## config.mk

```make
export PLATFORM = sky130hd
export DESIGN_NAME = huffman_ctrl
export DESIGN_NICKNAME = d
export VERILOG_FILES = /design/src/rtl/huffman_pkg.sv /design/src/rtl/huffman_hist.sv /design/src/rtl/huffman_ctrl.sv
export SDC_FILE = /design/constraint.sdc
export NUM_CORES = 1
export LEC_CHECK = 0
export ABC_AREA = 0
export CAP_MARGIN = 15
export CORE_MARGIN = 2
export CORE_UTILIZATION = 48
export DETAILED_ROUTE_END_ITERATION = 6
export PLACE_DENSITY = 0.73
export SLEW_MARGIN = 20
export SYNTH_ARGS = -nofsm -noshare
export SYNTH_HDL_FRONTEND = slang
export SYNTH_SLANG_ARGS = --single-unit
```

## constraint.sdc

```tcl
create_clock -name Clk_in -period 4.1 [get_ports Clk_in]
set_clock_uncertainty 0.1 [all_clocks]
set_input_delay 0.615 -clock Clk_in [delete_from_list [all_inputs] [get_ports Clk_in]]
set_output_delay 0.615 -clock Clk_in [all_outputs]
set_load 0.03 [all_outputs]
```

## src/rtl/huffman_pkg.sv

```systemverilog
// Shared constants and FSM state encoding for the Huffman frame controller.
package huffman_pkg;
    localparam int         NSYM      = 10;
    localparam logic [8:0] EXHAUSTED = 9'h100;
    localparam logic [4:0] TREE_DONE = 5'h1f;

    typedef enum logic [2:0] {
        IDLE  = 3'd0,
        CLEAR = 3'd1,
        COUNT = 3'd2,
        START = 3'd3,
        WAIT  = 3'd4,
        FIN   = 3'd5,
        ERR   = 3'd6
    } state_t;
endpackage

```

## src/rtl/huffman_hist.sv

```systemverilog
// Symbol histogram: saturating bins, distinct-bin popcount and Num_bus encoder.
module huffman_hist
    import huffman_pkg::*;
#(
    parameter int CNT_W = 8
) (
    input  logic              i_clk,
    input  logic              i_rst,
    input  logic              i_clr,
    input  logic              i_inc,
    input  logic [3:0]        i_sym,
    output logic [3:0]        o_distinct,
    output logic              o_new_bin,
    output logic [9*NSYM-1:0] o_num_bus
);
    logic [NSYM-1:0] w_hit;
    logic [NSYM-1:0] w_nz;

    for (genvar k = 0; k < NSYM; k++) begin : g_bin
        logic [CNT_W-1:0] r_cnt;

        assign w_hit[k] = i_inc && (i_sym == 4'(k));
        assign w_nz[k]  = (r_cnt != '0);

        always_ff @(posedge i_clk or posedge i_rst) begin
            if (i_rst)
                r_cnt <= '0;
            else if (i_clr)
                r_cnt <= '0;
            else if (w_hit[k] && (r_cnt != '1))
                r_cnt <= r_cnt + 1'b1;
        end

        // An empty bin is the builder's "exhausted" marker, not a zero weight
        assign o_num_bus[9*k +: 9] = w_nz[k] ? 9'(r_cnt) : EXHAUSTED;
    end

    always_comb begin
        o_distinct = '0;
        for (int k = 0; k < NSYM; k++)
            o_distinct = o_distinct + 4'(w_nz[k]);
    end

    // Symbol being accepted now lands in a still-empty bin
    assign o_new_bin = |(w_hit & ~w_nz);
endmodule

```

## src/rtl/huffman_ctrl.sv

```systemverilog
// Frame controller: histograms a symbol frame, launches the tree builder and
// reports done / degenerate / timeout per frame.
module huffman_ctrl
    import huffman_pkg::*;
#(
    parameter int CNT_W   = 8,
    parameter int TIMEOUT = 64,
    parameter int LEN_W   = 16
) (
    input  logic              Clk_in,
    input  logic              Rst,
    input  logic              Sym_valid,
    output logic              Sym_ready,
    input  logic [3:0]        Sym_data,
    input  logic              Sym_last,
    output logic [9*NSYM-1:0] Num_bus,
    output logic              Tree_n_Rst,
    output logic              Start_tree,
    input  logic [4:0]        Tree_m1,
    output logic              Busy,
    output logic              Done,
    output logic              Degen,
    output logic              Err,
    output logic              Bad_sym,
    output logic [LEN_W-1:0]  Frame_len
);
    localparam int TW = $clog2(TIMEOUT + 1);

    state_t           r_state, w_nxt;
    logic [TW-1:0]    r_tmo;
    logic [LEN_W-1:0] r_len;
    logic             r_bad, r_start, r_busy, r_done, r_degen, r_err, r_tree_n_rst;
    logic             w_hs, w_new_bin;
    logic [3:0]       w_distinct;

    assign Sym_ready = (r_state == COUNT);
    assign w_hs      = Sym_valid && Sym_ready;

    huffman_hist #(.CNT_W(CNT_W)) u_hist (
        .i_clk      (Clk_in),
        .i_rst      (Rst),
        .i_clr      (r_state == CLEAR),
        .i_inc      (w_hs),
        .i_sym      (Sym_data),
        .o_distinct (w_distinct),
        .o_new_bin  (w_new_bin),
        .o_num_bus  (Num_bus)
    );

    always_comb begin
        w_nxt = r_state;
        case (r_state)
            IDLE:  if (Sym_valid) w_nxt = CLEAR;
            CLEAR: w_nxt = COUNT;
            // The last symbol is not yet in the bins, so fold it in here
            COUNT: if (w_hs && Sym_last)
                       w_nxt = ((w_distinct + 4'(w_new_bin)) >= 4'd2) ? START : FIN;
            START: w_nxt = WAIT;
            WAIT:  if (Tree_m1 == TREE_DONE)            w_nxt = FIN;
                   else if (r_tmo == TW'(TIMEOUT - 1)) w_nxt = ERR;
            FIN:   w_nxt = IDLE;
            ERR:   w_nxt = IDLE;
            default: w_nxt = IDLE;
        endcase
    end

    always_ff @(posedge Clk_in or posedge Rst) begin
        if (Rst) begin
            r_state      <= IDLE;
            r_start      <= 1'b0;
            r_busy       <= 1'b0;
            r_done       <= 1'b0;
            r_degen      <= 1'b0;
            r_err        <= 1'b0;
            r_tree_n_rst <= 1'b0;
            r_tmo        <= '0;
            r_len        <= '0;
            r_bad        <= 1'b0;
        end else begin
            r_state      <= w_nxt;
            r_start      <= (w_nxt == START);
            r_busy       <= (w_nxt != IDLE);
            r_done       <= (w_nxt == FIN);
            r_degen      <= (r_state == COUNT) && (w_nxt == FIN);
            r_err        <= (w_nxt == ERR);
            r_tree_n_rst <= (w_nxt != CLEAR);
            r_tmo        <= (r_state == WAIT) ? r_tmo + 1'b1 : '0;
            if (r_state == CLEAR) begin
                r_len <= '0;
                r_bad <= 1'b0;
            end else if (w_hs) begin
                if (r_len != '1)
                    r_len <= r_len + 1'b1;
                if (Sym_data > 4'd9)
                    r_bad <= 1'b1;
            end
        end
    end

    assign Start_tree = r_start;
    assign Busy       = r_busy;
    assign Done       = r_done;
    assign Degen      = r_degen;
    assign Err        = r_err;
    assign Tree_n_Rst = r_tree_n_rst;
    assign Bad_sym    = r_bad;
    assign Frame_len  = r_len;
endmodule

```

After elaboration in Yosys (flattened, before gate mapping)
Index checks and enable logic that the tools add are counted.

Register bits: 113. Input bits: 13.

Bitwise logic cells: 2. Equality and inequality tests: 30. Magnitude comparators: 2. Add/subtract/negate cells: 22. Mux-type cells: 43. Reduce and logical (&&, ||, !) cells: 52.

Operators by type and width (number): $mux W8 (20); $mux W9 (10); $add A8 B1 Y8 const B (10); $ne A8 B8 Y1 const B (10); $reduce_bool A8 Y1 (10); $mux W16 (3); $add A4 B1 Y4 (9); $reduce_bool A2 Y1 (13); $logic_and A1 B1 Y1 (23); $add A16 B1 Y16 const B (1); $eq A4 B3 Y1 const B (4); $ne A16 B16 Y1 const B (1); $mux W3 (5); $pmux W3 S5 (1); $and A10 B10 Y10 (1); $not A10 Y10 (1); $reduce_or A10 Y1 (1); $eq A3 B2 Y1 const B (3); $eq A3 B3 Y1 const B (3); $eq A4 B2 Y1 const B (2); $eq A4 B4 Y1 const B (2); $add A7 B1 Y7 const B (1); $eq A7 B6 Y1 const B (1); $mux W7 (1); 12 further kinds (15).

Depth between registers and ports, before layout
Gate-level depths: netlist of the first run.

Word-level depth: 17. Gate-level depth with buffers: 17. Gate-level depth less buffers: 17.

By module
A second synthesis of the first run with hierarchy kept.

Cells, all modules: 823. Area total of the unflattened synthesis: 7049.3 um^2.

Modules (own cells, without submodules): huffman_hist (area each 5337.6 um^2, cells an instance 648, times used 1); huffman_ctrl (area each 1711.6 um^2, cells an instance 175, times used 1).

Least setup slack after synthesis of the first run
No wires, ideal clock.

Kind: input-to-reg. Start: input Sym_data[1]. End: register r_done (netlist: Done). Setup time: 0.125 ns. Data arrival time: 4.619 ns. Required time: 3.875 ns. Stages on the path: 15. Setup slack: -0.744 ns. Cell sequence: buf_2 or4b_4 o32ai_1 a31oi_1 o311a_1 fa_1 fa_1 inv_1 fa_1 ha_1 fa_1 nor2_1 o21ai_0 or2_2 a2111oi_0.

Longest elaborated chain between the ends: 10.

Ends and longest elaborated chain: start, declared (RTL line huffman_ctrl.sv:14) `input logic [3:0] Sym_data,`; $eq A4 B1 Y1 (tied with other cells) (RTL line huffman_hist.sv:22) `assign w_hit[k] = i_inc && (i_sym == 4'(k));`; $logic_and A1 B1 Y1 (RTL line huffman_hist.sv:22); $and A10 B10 Y10 * (RTL line huffman_hist.sv:45) `assign o_new_bin = |(w_hit & ~w_nz);`; $reduce_or A10 Y1 * (RTL line huffman_hist.sv:45); $add A4 B1 Y4 * (RTL line huffman_ctrl.sv:57) `w_nxt = ((w_distinct + 4'(w_new_bin)) >= 4'd2) ? START : FIN;`; $ge A4 B2 Y1 * (RTL line huffman_ctrl.sv:57); $mux W3 * (RTL line huffman_ctrl.sv:57); $mux W3 * (RTL line huffman_ctrl.sv:56) `COUNT: if (w_hs && Sym_last)`; $pmux W3 S5 * (RTL line huffman_ctrl.sv:52) `case (r_state)`; $eq A3 B3 Y1 * (RTL line huffman_ctrl.sv:83) `r_done <= (w_nxt == FIN);`; end signal, assigned (RTL line huffman_ctrl.sv:83); end, declared (RTL line huffman_ctrl.sv:32) `logic r_bad, r_start, r_busy, r_done, r_degen, r_err, r_tree_n_rst;`.

Mark *: on every way between the ends. The rest lies on a longest branch, timed or not. A chain may end at the register's enable or synchronous reset.

Final worst setup path of the first run
Start: input Sym_data[2]. End: register r_done (netlist: Done).

Same word-level chain as after synthesis.

==> results of run 1 <==
[registers in the layout (all words and copies together) (netlist names)]
name                cells
Done                    1
Start_tree              1
Bad_sym                 1
Busy                    1
Frame_len              16
r_tmo                   7
Err                     1
r_state                 3
Degen                   1
Tree_n_Rst              1
u_hist.g_bin.r_cnt     80
[per-stage QoR]
stage	instance area (um2)	setup slack, ns	power, W	std cells	setup TNS, ns
global placement	9010	-0.981	0.00238	1133	-4.26
detailed placement	9020	-1.08	0.00241	1133	-4.84
finish	9850	-0.453	0.00387	1176	-1.86
floorplan	6850	-0.560	0.00193	778	-1.91
CTS	9740	-0.448	0.00386	1171	-1.58
global route	9850	-0.599	0.00406	1176	-2.60
[cell families after synthesis]
kind of cell / Yosys count / share of synthesized area
buffers and inverters: 129 / 0.0742
muxes: 14 / 0.0205
AOI/OAI and AO/OA: 66 / 0.0650
DFF: 113 / 0.414
adders and majority gates: 33 / 0.0671
and+or+nand+nor: 360 / 0.278
xor gates and xnor gates: 63 / 0.0808
[layer usage]
| layer | wire [um] | vias to the layer above | GRT usage |
|---|---|---|---|
| li1 | - | 3029 | - |
| met1 | 7980 | 3114 | 0.327 |
| met2 | 9540 | 216 | 0.440 |
| met3 | 1020 | 41 | 0.0517 |
| met4 | 530 | 0 | 0.120 |
| met5 | 0 | - | 0 |
[critical path: cells and delay by family]
family,cells,cell delay [ns]
buffers and inverters,2,0.23
adders and majority gates,5,2.11
and+or+nand+nor,3,0.96
AOI/OAI and AO/OA,5,0.84
[where the power goes]
part	total, W	switching (W)	internal [W]
sequential	0.00125	0.0000538	0.00119
combinational	0.00126	0.000746	0.000512
clock	0.00137	0.000492	0.000877
[worst max-delay path by stage]
stage / cells past startpoint / end / from
2_1_floorplan: 15 / r_state[1] / Sym_data[0]
3_3_place_gp: 15 / r_state[1] / Sym_data[0]
3_5_place_dp: 16 / Done / Sym_valid
4_1_cts: 15 / Done / u_hist.g_bin[2].r_cnt[5]
5_1_grt: 17 / Done / u_hist.g_bin[7].r_cnt[0]
6_report: 15 / Done / Sym_data[2]
[cells in the mapped netlist, types with 2 or more instances]
library cell	count	area (um2)
nor3_1	22	110
nor2b_1	4	25.0
and2_1	6	37.5
or4b_4	2	27.5
buf_2	3	15.0
nor2_1	119	447
buf_4	3	22.5
a31oi_1	4	25.0
nand2b_1	4	25.0
inv_1	45	169
nor3b_1	3	22.5
nor4_4	2	42.5
a31o_2	2	17.5
xnor2_1	39	342
a21oi_1	23	115
o32ai_1	2	17.5
nand3_1	37	185
ha_1	27	338
dfrtp_1	113	2830
o211ai_1	3	22.5
or2_2	2	12.5
nand4_1	27	169
clkbuf_1	77	289
nor4_1	12	75.1
a211oi_1	3	22.5
and4_1	12	105
o41ai_1	3	26.3
o21ai_0	10	50.1
xor2_1	24	210
nor4b_1	8	70.1
o22ai_1	2	12.5
nor3_2	3	30.0
fa_1	6	120
a311oi_1	2	17.5
or3_1	4	25.0
mux2i_1	14	140
and3_1	20	125
nand2_1	57	214
nand4b_1	2	17.5
o31ai_1	3	22.5
or4_1	4	30.0
[cell type report]
type,instances,area (um2),share of cell area
clock inverter,5,52.6,0.00534
timing repair buffer,270,2340,0.238
inverter,45,171,0.0174
tap,180,225,0.0229
multi-input combinational,536,3740,0.380
clock buffer,27,493,0.0501
sequential,113,2830,0.287
[timing repair]
action,CTS,global route
gates resized for setup,34,17
setup endpoints to repair,5,5
pin swaps,18,3
cloned,0,0
buffers inserted,6,5
==> implementation parameters, run 1 <==
Parameter                              Value

Final layout
  Leading cell type in the layout, fill and taps excluded ... buf_4
  Fill cell count ... 1,017
  Leading cell types in the layout, fill and taps excluded ... buf_4, clkdlybuf4s50_1, nor2_1, dfrtp_1, nand2_1
  Area overhead of the layout relative to synthesis ... 44.2%
  Core occupancy in the finished layout ... 0.709
  Fraction of layout instances using a drive strength above 1 ... 0.230
  Antenna Cells ... 0
  Final nets ... 1,029

Worst setup path
  Crit path required time ... 4.31 ns
  CP startpoint kind ... input port
  Crit-path max FO ... 3
  Data arrival time of the critical path ... 4.76 ns
  Worst-case register-to-register setup slack ... -0.45 ns
  Crit path largest cell delay ... 0.55 ns
  Worst flop-to-flop path startpoint ... u_hist.g_bin[2].r_cnt[5]
  Max stage delay cell, worst path ... or4b_4
  Critical Path, Cell by Cell ... clkdlybuf4s15_1 -> or4b_4 -> o32ai_2 -> a31oi_1 -> o311a_1 -> fa_1 -> fa_1 -> inv_1 -> fa_1 -> ha_2 -> fa_2 -> nor2_2 -> o21ai_2 -> or2_4 -> a2111oi_4
  Critical R2R Capture ... Done
  Cells on worst reg2reg path ... 15
  Top cell by count, worst path ... fa_1
  Kind of capture point of the worst setup path ... register
  Start-to-end type of the worst setup path ... input port to register

Run status
  Violated checks ... setup timing
  Outcome ... finished, violations left

Timing
  Final critical-path required period ... 4.55 ns
  Relative slew slack ... 0.503
  Count of final hold-check violations ... 0
  Setup-violating endpoint count in the final report ... 5
  Final worst-path setup slack ... -0.453 ns
  Max-slew violations ... 0
  Unrepaired setup endpoints after global routing ... yes
  Smallest hold slack ... 0.362 ns
  Final critical-path share of the clock period ... 1.11
  Worst slew pin tran ... 0.740 ns
  Max Clock Freq ... 0.220 GHz

Clocking
  Hold-fix buffer count after cts ... 0
  Clock tree from TritonCTS ... built
  Total CTS buffers ... 17
  Sink count of the clock tree ... 113
  Clock-pin transition on the worst setup and hold timing paths ... 0.05 ns
  CTS H-tree depth ... 4
  Clock latency of the later-clocked register in the worst-skew pair ... 0.42 ns
  CTS root buffer ... clkbuf_16
  Maximum clock insertion buffer count ... 2

Power
  Leakage power ... 4.50 nW
  VDD IR-drop max ... 315 uV
  Power Density ... 393 nW/um2

GRT
  Number of global-route vias before repair ... 6,483
  Antenna violations before repair ... 0
  Global-route wire length before repair ... 31.0 mm
  Gr usage total ... 0.263
  Overall overflow remaining after global route ... 0
  Maximum number of pins on one net before global-route repair ... 57

Detailed routing
  DR vias/cell ... 5.44
  Wire length after detailed routing ... 19.1 mm
  Detailed-route via count ... 6,400
  DR DRC count ... 0
  Number of detailed-routing iterations run before antenna repair ... 5
  Avg WL per Cell ... 16.2 um
  Starting DRT DRC Count ... 393
  Residual antenna-violating net count after detailed routing ... 0

Logic synthesis
  Flip-flop and latch count after synthesis ... 113
  Synthesized cell area ... 6830 um2
  Synthesis Warnings ... 0
  Synth async-reset ratio ... 1.00
  Post-synth EDFFs ... 0
  Number of distinct library cells after synthesis ... 61
  Portion of the post-synthesis area used by sequential elements ... 0.414
  Synth Flop Type ... dfrtp_1
  Post-synthesis average cell area ... 8.78 um2
  Post-Syn Instances ... 778
  Synth Net Count ... 824

Placed design
  Detailed placer's ending HPWL ... 13.4 mm
  RePlAce Congestion ... 0.900
  Port Buf Inserts ... 126

Floorplan
  DIE HEIGHT ... 123 um
  Number of standard-cell rows in the floorplan ... 43
  Initial core utilization ... 0.492
  Die boundary width ... 123 um
  Boundary Pins ... 127
  CORE AREA ... 13,900 um2
  Area of the die ... 15,200 um2

Hold path
  Depth of the worst hold-timing path ... 1
  Hold Path End ... r_tmo[0]
  Class of the tightest hold or removal check ... register to register
  Startpoint of the worst hold path ... r_tmo[0]

Run
  Max Cap Viol ... 0
Note: power is estimated with default switching activity, not from simulation.
==> run 2: changes to the inputs <==
Settings changed: CORE_ASPECT_RATIO from default to 1.75, CORE_UTILIZATION 48 to 49, CTS_BUF_LIST from default to sky130_fd_sc_hd__clkbuf_8, PLACE_DENSITY 0.73 to 0.75, SETUP_SLACK_MARGIN from default to 0.05.
==> run 2 against run 1 <==
  * Clock power is 20% lower
  * Sequential power hardly changed
  * Global-route usage is 1.1 points higher
  * Register-to-register slack worse by 0.29 ns
  * Hold slack better by 0.010 ns
  * Core utilization is 0.072 points higher
  * Die area is 1.7% lower
  * Fmax is 6.3% lower
  * The flow still finishes with violations (setup timing)
  * Worst setup slack worse by 0.30 ns
  * Critical endpoint unchanged
  * First-iteration DRC count is 2.8% lower
  * Largest cell class unchanged
  * Sequential cell count stayed put
  * Non-clock buffer count is 12 higher
==> implementation parameters, run 2 (same netlist as run 1, synthesis figures left out) <==
Parameter                              Value

Final layout
  Core occupancy in the finished layout ... 0.710 (+0.000725)
  Flip-flop count of the largest register after layout ... 80 (unchanged)
  Area overhead of the layout relative to synthesis ... 43.1%
  Largest Register ... u_hist.g_bin.r_cnt
  Total non-filler cell area in the finished layout ... 9770 um2 (-0.74%)
  Leading cell type in the layout, fill and taps excluded ... buf_4
  Leading cell types in the layout, fill and taps excluded ... buf_4, clkdlybuf4s50_1, nor2_1, dfrtp_1, nand2_1
  Fill cell count ... 987 (-2.9%)
  Fraction of layout instances using a drive strength above 1 ... 0.239 (+0.00917)
  Antenna Cells ... 0 (unchanged)
  Final nets ... 1,041 (+1.2%)

Detailed routing
  Number of detailed-routing iterations run before antenna repair ... 5 (unchanged)
  Starting DRT DRC Count ... 382 (-2.8%)
  Avg WL per Cell ... 17.3 um (+6.6%)
  DR vias/cell ... 5.56 (+2.2%)
  Wire length after detailed routing ... 20.5 mm (+7.4%)
  DR DRC count ... 0 (unchanged)
  Residual antenna-violating net count after detailed routing ... 0 (unchanged)
  Detailed-route via count ... 6,591 (+3.0%)

Timing
  Setup-violating endpoint count in the final report ... 5 (unchanged)
  Smallest hold slack ... 0.373 ns (+0.0104 ns)
  Final worst-path setup slack ... -0.757 ns (-0.304 ns)
  Max Clock Freq ... 0.206 GHz (-6.3%)
  Relative slew slack ... 0.509 (+0.00592)
  Worst slew pin tran ... 0.737 ns (-0.00332 ns)
  Count of final hold-check violations ... 0 (unchanged)
  Final critical-path share of the clock period ... 1.18 (+0.0741)
  Final critical-path required period ... 4.86 ns (+0.304 ns)
  Unrepaired setup endpoints after global routing ... yes
  Max-slew violations ... 0 (unchanged)

Floorplan
  Area of the die ... 14,900 um2 (-1.7%)
  CORE AREA ... 13,800 um2 (-0.84%)
  Initial core utilization ... 0.496 (+0.00416)
  Number of standard-cell rows in the floorplan ... 57 (+33%)
  Die boundary width ... 93.2 um (-24%)
  Boundary Pins ... 127 (unchanged)
  DIE HEIGHT ... 160 um (+30%)

Worst setup path
  Start-to-end type of the worst setup path ... input port to register
  Crit path required time ... 4.34 ns (+0.03 ns)
  Crit path largest cell delay ... 0.56 ns (about the same)
  Max stage delay cell, worst path ... fa_1
  Worst-case register-to-register setup slack ... -0.74 ns (-0.29 ns)
  Top cell by count, worst path ... fa_1
  Critical Path, Cell by Cell ... dlygate4sd2_1 -> buf_4 -> nor2_1 -> nand2_1 -> o22ai_1 -> a22oi_1 -> o311a_1 -> fa_1 -> fa_1 -> inv_2 -> fa_1 -> ha_2 -> fa_2 -> nor2_2 -> o21ai_2 -> or2_4 -> a2111oi_4
  CP startpoint kind ... input port
  Data arrival time of the critical path ... 5.09 ns (+0.33 ns)
  Launch point of the worst path ... Sym_data[3]
  Kind of capture point of the worst setup path ... register
  Crit-path max FO ... 6 (+3)
  Worst flop-to-flop path startpoint ... u_hist.g_bin[2].r_cnt[5]

Placed design
  Detailed placer's ending HPWL ... 14.3 mm (+6.5%)
  Area of placed instances ... 9040 um2 (+0.25%)
  Post-place setup slack ... -1.15 ns (-0.0635 ns)
  Port Buf Inserts ... 126 (unchanged)
  RePlAce Congestion ... 0.927 (+3.0%)

GRT
  Maximum number of pins on one net before global-route repair ... 65 (+14%)
  Gr usage total ... 0.274 (+0.0111)
  Overall overflow remaining after global route ... 0 (unchanged)
  Antenna violations before repair ... 0 (unchanged)
  Number of global-route vias before repair ... 6,859 (+5.8%)
  Global-route wire length before repair ... 32.4 mm (+4.4%)

Clocking
  Clock tree from TritonCTS ... built
  Hold-fix buffer count after cts ... 0 (unchanged)
  Maximum clock insertion buffer count ... 2 (unchanged)
  Total CTS buffers ... 17 (unchanged)
  Sink count of the clock tree ... 113 (unchanged)
  Clock-pin transition on the worst setup and hold timing paths ... 0.07 ns (+0.02 ns)
  CTS H-tree depth ... 4 (unchanged)
  Clock latency of the later-clocked register in the worst-skew pair ... 0.45 ns (+0.03 ns)
  CTS root buffer ... clkbuf_8

Run status
  Outcome ... finished, violations left
  Violated checks ... setup timing

Run
  Max Cap Viol ... 0 (unchanged)

Power
  Power Density ... 384 nW/um2 (-2.5%)
  Leakage power ... 4.47 nW (-0.63%)
  Overall power after layout ... 0.00375 W (-3.2%)
  VDD IR-drop max ... 338 uV (+7.5%)

Hold path
  Class of the tightest hold or removal check ... register to register
  Startpoint of the worst hold path ... r_tmo[0]
## run 2: path summary, 6_finish.rpt
check	endpoint	cells after the start
worst max register to register	Done	15
worst min register to register	r_tmo[0]	1
worst max-delay path	Done	17
worst min-delay path	r_tmo[0]	1
max in group asynchronous	u_hist.g_bin[8].r_cnt[1]	3
min in group asynchronous	u_hist.g_bin[1].r_cnt[5]	2
## run 2: per-stage QoR
step / setup TNS, ns / std cells
after detailed placement: -5.03 / 1133
final: -3.17 / 1185
after floorplan: -1.91 / 778
after global routing: -3.73 / 1185
after CTS: -1.99 / 1181
after global placement: -4.28 / 1133
## run 2: critical path, delay by kind of cell
| family | cells | cell delay (ns) |
|---|---|---|
| adders and majority gates | 5 | 2.27 |
| and+or+nand+nor | 4 | 0.88 |
| buffers and inverters | 3 | 0.48 |
| AOI/OAI and AO/OA | 5 | 0.84 |
## run 2: what timing repair did
item                       4_1_cts  5_1_grt
buffers inserted                16        5
gates resized for setup         36       13
setup endpoints to repair        5        5
pin swaps                       23       13
## run 2: layout make-up
type	count	area, um2	share of cell area
clock inverter	13	145	0.0148
sequential	113	2830	0.289
timing repair buffer	282	2440	0.250
inverter	45	171	0.0175
multi-input combinational	536	3700	0.379
clock buffer	19	262	0.0268
tap	177	221	0.0227
## run 2: per-layer routing
metal	wire [um]	global-route usage
met4	1010	0.136
met5	0	0
met1	7380	0.283
met3	973	0.0580
met2	11100	0.507
## run 2: where the power goes
group / total, W / internal [W] / switching [W]
combinational: 0.00141 / 0.000588 / 0.000818
clock: 0.00110 / 0.000622 / 0.000477
sequential: 0.00125 / 0.00119 / 0.0000535
